$ cat src/rtl/tl_pkg.sv
// rtl/tl_pkg.sv - shared TileLink-UL types, widths and opcodes for the UART arbiter
// Contents: field width constants, channel opcodes, A/D beat structs,
//           arbiter FSM state enum, ack opcode helper.
package tl_pkg;

  localparam int TL_OP_W   = 3;
  localparam int TL_SIZE_W = 3;
  localparam int TL_SRC_W  = 4;
  localparam int TL_ADDR_W = 32;
  localparam int TL_DATA_W = 64;

  localparam logic [TL_OP_W-1:0] TL_PUT_F           = 3'd0;
  localparam logic [TL_OP_W-1:0] TL_GET             = 3'd4;
  localparam logic [TL_OP_W-1:0] TL_ACCESS_ACK      = 3'd0;
  localparam logic [TL_OP_W-1:0] TL_ACCESS_ACK_DATA = 3'd1;

  typedef enum logic [1:0] {
    S_IDLE,
    S_ISSUE,
    S_WAIT,
    S_RESP
  } arb_state_t;

  typedef struct packed {
    logic [TL_OP_W-1:0]   opcode;
    logic [TL_SIZE_W-1:0] size;
    logic [TL_SRC_W-1:0]  source;
    logic [TL_ADDR_W-1:0] address;
    logic [TL_DATA_W-1:0] data;
  } tl_a_t;

  typedef struct packed {
    logic [TL_OP_W-1:0]   opcode;
    logic [TL_SIZE_W-1:0] size;
    logic [TL_SRC_W-1:0]  source;
    logic [TL_DATA_W-1:0] data;
    logic                 denied;
  } tl_d_t;

  // Response opcode a slave owes for a given request opcode.
  function automatic logic [TL_OP_W-1:0] ack_opcode(input logic [TL_OP_W-1:0] a_opcode);
    return (a_opcode == TL_GET) ? TL_ACCESS_ACK_DATA : TL_ACCESS_ACK;
  endfunction

endpackage

$ cat src/rtl/rr_arb2.sv
// rtl/rr_arb2.sv - combinational two-way round-robin picker
// Ports: req_i[1:0] requests, last_grant_i previous winner,
//        gnt_valid_o any request present, gnt_o index of the winner.
module rr_arb2 (
  input  logic [1:0] req_i,
  input  logic       last_grant_i,
  output logic       gnt_valid_o,
  output logic       gnt_o
);

  assign gnt_valid_o = |req_i;
  // Under contention the master that did not win last time goes first.
  assign gnt_o = (&req_i) ? ~last_grant_i : req_i[1];

endmodule

$ cat src/rtl/tl_uart_arbiter.sv
// rtl/tl_uart_arbiter.sv - two-master TileLink-UL arbiter and sequencer for the UART slave
// Ports: clk, rst (async, active high);
//        m0_*/m1_*: requester A channel (a_valid_i, a_ready_o, a_i) and
//                   D channel (d_valid_o, d_ready_i, d_o);
//        s_*: UART side A channel (s_a_valid_o, s_a_ready_i, s_a_o) and
//             D channel (s_d_valid_i, s_d_ready_o, s_d_i).
module tl_uart_arbiter
  import tl_pkg::*;
#(
  parameter int TIMEOUT = 16,
  parameter int ADDR_W  = 8
) (
  input  logic  clk,
  input  logic  rst,

  input  logic  m0_a_valid_i,
  output logic  m0_a_ready_o,
  input  tl_a_t m0_a_i,
  output logic  m0_d_valid_o,
  input  logic  m0_d_ready_i,
  output tl_d_t m0_d_o,

  input  logic  m1_a_valid_i,
  output logic  m1_a_ready_o,
  input  tl_a_t m1_a_i,
  output logic  m1_d_valid_o,
  input  logic  m1_d_ready_i,
  output tl_d_t m1_d_o,

  output logic  s_a_valid_o,
  input  logic  s_a_ready_i,
  output tl_a_t s_a_o,
  input  logic  s_d_valid_i,
  output logic  s_d_ready_o,
  input  tl_d_t s_d_i
);

  // One spare bit so the counter can never wrap before reaching TIMEOUT-1.
  localparam int CNT_W = $clog2(TIMEOUT) + 1;
  localparam logic [CNT_W-1:0] CNT_LAST = CNT_W'(TIMEOUT - 1);
  localparam logic [TL_ADDR_W-1:0] ADDR_MASK = {{(TL_ADDR_W-ADDR_W){1'b0}}, {ADDR_W{1'b1}}};

  arb_state_t       state_q;
  logic             last_grant_q;  // also identifies the owner of the in-flight transaction
  logic [CNT_W-1:0] cnt_q;
  tl_a_t            a_q;
  tl_d_t            d_q;
  logic             s_a_valid_q;
  logic             s_d_ready_q;
  logic             d_valid_q;

  logic  gnt_valid;
  logic  gnt;
  tl_a_t sel_a;
  tl_d_t timeout_d;
  logic  owner_d_ready;

  rr_arb2 u_rr_arb2 (
    .req_i        ({m1_a_valid_i, m0_a_valid_i}),
    .last_grant_i (last_grant_q),
    .gnt_valid_o  (gnt_valid),
    .gnt_o        (gnt)
  );

  assign m0_a_ready_o = (state_q == S_IDLE) && gnt_valid && !gnt;
  assign m1_a_ready_o = (state_q == S_IDLE) && gnt_valid &&  gnt;

  // Winning A beat with the address cut down to the UART offset.
  always_comb begin
    sel_a         = gnt ? m1_a_i : m0_a_i;
    sel_a.address = sel_a.address & ADDR_MASK;
  end

  // Denied response synthesised when the UART stays silent.
  always_comb begin
    timeout_d        = '0;
    timeout_d.opcode = ack_opcode(a_q.opcode);
    timeout_d.size   = a_q.size;
    timeout_d.source = a_q.source;
    timeout_d.denied = 1'b1;
  end

  assign owner_d_ready = last_grant_q ? m1_d_ready_i : m0_d_ready_i;

  always_ff @(posedge clk or posedge rst) begin
    if (rst) begin
      state_q      <= S_IDLE;
      last_grant_q <= 1'b1;
      cnt_q        <= '0;
      a_q          <= '0;
      d_q          <= '0;
      s_a_valid_q  <= 1'b0;
      s_d_ready_q  <= 1'b0;
      d_valid_q    <= 1'b0;
    end else begin
      case (state_q)
        S_IDLE: begin
          if (gnt_valid) begin
            a_q          <= sel_a;
            last_grant_q <= gnt;
            s_a_valid_q  <= 1'b1;
            state_q      <= S_ISSUE;
          end
        end
        S_ISSUE: begin
          if (s_a_ready_i) begin
            s_a_valid_q <= 1'b0;
            s_d_ready_q <= 1'b1;
            cnt_q       <= '0;
            state_q     <= S_WAIT;
          end
        end
        S_WAIT: begin
          // A real reply takes precedence over a timeout in the same cycle.
          if (s_d_valid_i) begin
            d_q       <= s_d_i;
            d_valid_q <= 1'b1;
            state_q   <= S_RESP;
          end else if (cnt_q == CNT_LAST) begin
            d_q       <= timeout_d;
            d_valid_q <= 1'b1;
            state_q   <= S_RESP;
          end else begin
            cnt_q <= cnt_q + CNT_W'(1);
          end
        end
        S_RESP: begin
          // s_d_ready stays high here so a late UART reply is drained and dropped.
          if (owner_d_ready) begin
            d_valid_q   <= 1'b0;
            s_d_ready_q <= 1'b0;
            cnt_q       <= '0;
            state_q     <= S_IDLE;
          end
        end
        default: state_q <= S_IDLE;
      endcase
    end
  end

  assign s_a_valid_o = s_a_valid_q;
  assign s_a_o       = a_q;
  assign s_d_ready_o = s_d_ready_q;

  assign m0_d_valid_o = d_valid_q && !last_grant_q;
  assign m1_d_valid_o = d_valid_q &&  last_grant_q;
  assign m0_d_o       = m0_d_valid_o ? d_q : '0;
  assign m1_d_o       = m1_d_valid_o ? d_q : '0;

endmodule
$ cat config.mk
export PLATFORM = sky130hd
export DESIGN_NAME = tl_uart_arbiter
export DESIGN_NICKNAME = d
export VERILOG_FILES = /design/src/rtl/tl_pkg.sv /design/src/rtl/rr_arb2.sv /design/src/rtl/tl_uart_arbiter.sv
export SDC_FILE = /design/constraint.sdc
export NUM_CORES = 1
export LEC_CHECK = 0
export CORE_AREA = 4 4 217 219
export CTS_CLUSTER_SIZE = 28
export DETAILED_ROUTE_END_ITERATION = 8
export DIE_AREA = 0 0 221 223
export GPL_ROUTABILITY_DRIVEN = 0
export GPL_TIMING_DRIVEN = 0
export HOLD_SLACK_MARGIN = 0.08
export SYNTH_ARGS = -nofsm -noshare
export SYNTH_HDL_FRONTEND = slang
export SYNTH_SLANG_ARGS = --single-unit
$ cat constraint.sdc
create_clock -name clk -period 5.03 [get_ports clk]
set_clock_uncertainty 0.2 [all_clocks]
set_input_delay 0.503 -clock clk [delete_from_list [all_inputs] [get_ports clk]]
set_output_delay 0.503 -clock clk [all_outputs]
set_load 0.05 [all_outputs]
# After elaboration in Yosys (flattened, before gate mapping)
# Index checks and enable logic that the tools add are counted.
dict set report totals {
  reg_bits 168
  in_bits 295
  out_inout_bits 262
  elab_cells 79
}
dict set report classes {
  n_addsub 1
  n_eq_ne 11
  muxes 28
  bitwise 1
  n_reduce_logical 22
}
# cell count
set ops {}
lappend ops {{$mux 75} 4}
lappend ops {{$mux 106} 1}
lappend ops {{$mux 5} 4}
lappend ops {{$pmux 5 s3} 1}
lappend ops {{$mux 2} 5}
lappend ops {{$ne 2x2->1 const B} 5}
lappend ops {{$mux 1} 9}
lappend ops {{$reduce_and 3->1} 3}
lappend ops {{$pmux 2 s4} 1}
lappend ops {{$reduce_bool 2->1} 4}
lappend ops {{$pmux 1 s2} 3}
lappend ops {{$reduce_and 2->1} 3}
lappend ops {{$add 5x1->5 const B} 1}
lappend ops {{$eq 5x4->1 const B} 1}
lappend ops {{$logic_and 1x1->1} 5}
lappend ops {{$reduce_and 5->1} 1}
lappend ops {{$eq 2x2->1 const B} 2}
lappend ops {{$reduce_and 4->1} 1}
lappend ops {{$eq 3x3->1 const B} 1}
lappend ops {{$ne 3x3->1 const B} 1}
lappend ops {{$reduce_bool 3->1} 1}
lappend ops {{$eq 2x1->1 const B} 1}
lappend ops {{$logic_not 1->1} 2}
lappend ops {{$logic_not 2->1} 1}
lappend ops {{other kinds (2)} 2}

# Longest topological paths before layout
dict set report depth {
  word_depth 4
  ltp_mapped 8
  mapped_depth_nobuf 7
}

# Modules after synthesis
# Synthesis repeated with hierarchy kept, for this count alone.
dict set report unflattened {
  cells_unflattened 813
  area_unflattened_um2 8313.0
}
# mod n_inst cells_per_inst area_per_inst_um2 seq_area_each_um2
set modules_own_cells {}
lappend modules_own_cells {tl_uart_arbiter 1 811 8299.2 4205.3}
lappend modules_own_cells {rr_arb2 1 2 13.8 0.0}

# Worst setup path before layout
# OpenSTA, ideal clock, no wires.
dict set report synth_path {
  path_type {flip-flop to output port}
  from {reg last_grant_q}
  to {out m0_d_o[65] (netlist bit)}
  arrival_time_ns 1.790
  required_ns 4.327
  setup_slack_ns 2.537
  path_stages_with_launch 5
  path_buffers 2
  path_cell_list {dfstp_2 -> buf_4 -> nor2b_1 -> clkbuf_1 -> and2_1}
}
# element line_no
set synth_lines {}
lappend synth_lines {{start: declaration} tl_uart_arbiter.sv:44} ;# logic last_grant_q;
lappend synth_lines {{start signal: assignment} tl_uart_arbiter.sv:100} ;# last_grant_q <= gnt;
lappend synth_lines {{end: declaration} tl_uart_arbiter.sv:21} ;# output tl_d_t m0_d_o,

==> results.md <==
- Failing checks: design-rule violations
- Vias: 8266
- Worst path top cell family by delay: buffers and inverters
- Slew HR: 0.387
- Clk Latency, worst-skew pair: 0.48 ns
- Post-synthesis xor/xnor area fraction: 0
- Multiplexer share of the synthesized area: 0.0141
- First-pass GRT wire length: 58900 um
- WL/cell: 21.6 um
- Peak VDD IR: 0.000343 V
- Resized cells post-CTS: 0
- Min Tclk post-route: 4.11 ns
- CTS tree: built
- Critical R2R Launch: cnt_q[0]
- Worst-Margin Slew: 0.920 ns
- Share of cells above drive strength 1: 0.0572
- Adder-cell share of the synthesized area: 0.0111
- Leading area contributor after synthesis: dfrtp_1
- Distinct cells, synth: 32
- IO Count: 557
- Syn Inst Count: 734
- Leakage: 6.45 nW
- Most used DFF post-synth: dfrtp_1
- Hold WC Path Type: in2async
- Worst Path Required: 4.33 ns
- Clk sink count: 168
- Vias in the first global route: 8730
- Vias/cell: 4.39
- Area grow syn2layout: 80.7%
- Hold-fix buffers, CTS: 0
- Final WL: 40700 um
- RSZ-0062 raised after global routing: no
- Final instance area: 14300 um2
- Pin count of the biggest net entering global routing: 42
- DP Wirelength: 33500 um
- Core area: 45100 um2
- # DRC: 10
- Max cap viols: 0
- Starting DRC count in detailed routing: 634
- Area after DPL: 13700 um2
- Flop2flop setup slack: 1.64 ns
- Worst-case reg-to-reg path depth: 7
- Max frequency: 0.243 GHz
- Die area: 49300 um2
- Simple-gate area share of the yosys netlist: 0.140
- YS warnings: 0
- FF+latch count, synth: 168
- Crit path top cell by count: clkbuf_1
- Port-buffer cells: 484
- Crit path kind: reg2out
- All-layer global routing usage: 0.162
- CP Max Fanout: 10
- RR Endpoint: d_q[69]
- Synth async-reset ratio: 1.00
- Post-synthesis compound-gate area fraction: 0.200
- Initial antenna violation count: 4
- Detail Route Antenna Nets: 0
- Final-report setup violation count: 0
- Die Ht: 223 um
- Final Hold Vio Count: 0
- Max Buffers Root-to-Sink: 2
- Final nets: 1566
- Power per Cell Area: 708 nW/um2
- Hold WS: 0.251 ns
- Root buf cell: clkbuf_16
- CP Capture Type: output pin
- CP Data Arrival Time: 3.41 ns
- Slew Viols, Final: 0
- Sequential-to-total area share from yosys stat: 0.532
- Initial core utilization: 0.175
- Syn avg cell area: 10.8 um2
- Power Total: 10.1 mW
- Die W: 221 um
- Crit path buf inv count: 3
- Largest family of logic cells by synthesized area: compound AO/OA/AOI/OAI gates
- Setup total negative slack: 0 ns
- Slowest CP cell: clkdlybuf4s50_1
- Final core utilization: 0.317
- Setup Buffers After CTS: 0
- Top-area cell type share of the netlist area: 0.528
- Post-synth EDFFs: 0
- Worst-path clk slew: 0.07 ns
- Synth top area cells: dfrtp_1 53%, a222oi_1 10%, a22o_1 7.3%, and2_1 6.1%, and3_1 6.0%
- Max incr delay on CP: 0.83 ns
- DRT Pass-1 Iters: 9
- Cell Rows: 78
- Critical path startpoint category: register
- CP Cell Sequence: clkbuf_1 > clkbuf_1 > and3_1 > clkdlybuf4s50_1
- Fin crit share: 0.817
- Max H-tree Level: 4
- CTS buffer count: 17
- Total congestion overflow: 0
- Outcome: complete, but fails checks
- Netlist Area Pre-Place: 7910 um2
[through the flow]
stage | setup slack (ns) | instances
after floorplan | 2.19 | 757
after CTS | 0.747 | 1877
after global placement | 0.568 | 1841
after detailed placement | 1.17 | 1845
final | 0.920 | 1881
after global routing | 0.762 | 1879
[cell usage after synthesis (all sizes together), types with 2 or more instances]
cell      n
a21oi     5
a222oi   82
a22o     66
and2     77
and3     76
buf      44
clkbuf   51
dfrtp   167
ha        7
inv      93
mux2i    10
nand2    12
nand2b    2
nand3     5
nand3b    2
nor2      3
nor2b     2
nor3b     2
o21ai    17
[sequential cells by signal (all words and copies together), names as in the netlist]
name / count
s_a_o: 82
d_q: 75
cnt_q: 5
state_q: 2
d_valid_q: 1
last_grant_q: 1
s_a_valid_o: 1
s_d_ready_o: 1
[worst max-delay path by stage]
| stage | startpoint | endpoint | slack, ns | cells after the start |
|---|---|---|---|---|
| floorplan | rst | cnt_q[0] | 2.19 | 1 |
| global placement | rst | s_a_o[8] | 0.57 | 2 |
| detailed placement | m0_a_valid_i | m0_a_ready_o | 1.17 | 6 |
| CTS | d_valid_q | m1_d_o[72] | 0.75 | 4 |
| global route | state_q[0] | m0_a_ready_o | 0.76 | 7 |
| finish | d_valid_q | m1_d_o[72] | 0.92 | 4 |
[power by group]
| group | total, mW | internal [mW] | switching [mW] |
|---|---|---|---|
| Sequential | 2.52 | 1.99 | 0.535 |
| Combinational | 6.19 | 2.14 | 4.05 |
| Clock | 1.41 | 0.806 | 0.599 |
[cell families (layout without fill, tap and decap cells)]
kind of cell | count (synthesis) | count (layout)
mux | 11 | 11
fa+ha+maj | 7 | 7
compound gates | 176 | 176
other cells | 1 | 28
flops | 168 | 168
buf+inv | 188 | 708
simple gates | 183 | 183
[layout make-up]
cell class              instances  area, um2
clock inverters                11        146
fillers                      4725      30800
inverters                      93        353
well taps                     600        751
repair buffers                488       4920
flip-flops and latches        168       4210
multi-input cells             401       2980
plain buffers                  95        463
diodes                          4       10.0
clock buffers                  21        460
[routing by layer]
layer | track usage | wire length (um)
met3 | 0.0591 | 3350
met2 | 0.285 | 20700
met5 | 0 | 0
met4 | 0.0791 | 1610
met1 | 0.172 | 15100
[layout by cell type (no fill, tap or decap), types with 7 or more instances in the layout]
cell type,instances
and3_1,76
clkbuf_16,17
clkdlybuf4s50_1,484
dfrtp_1,167
inv_1,92
ha_1,7
o21ai_0,17
buf_1,9
buf_4,25
a22o_1,66
clkbuf_1,53
and2_1,77
mux2i_1,10
a222oi_1,82
nand2_1,12
buf_2,10
conb_1,24
Power figures use the tool's default switching activity.
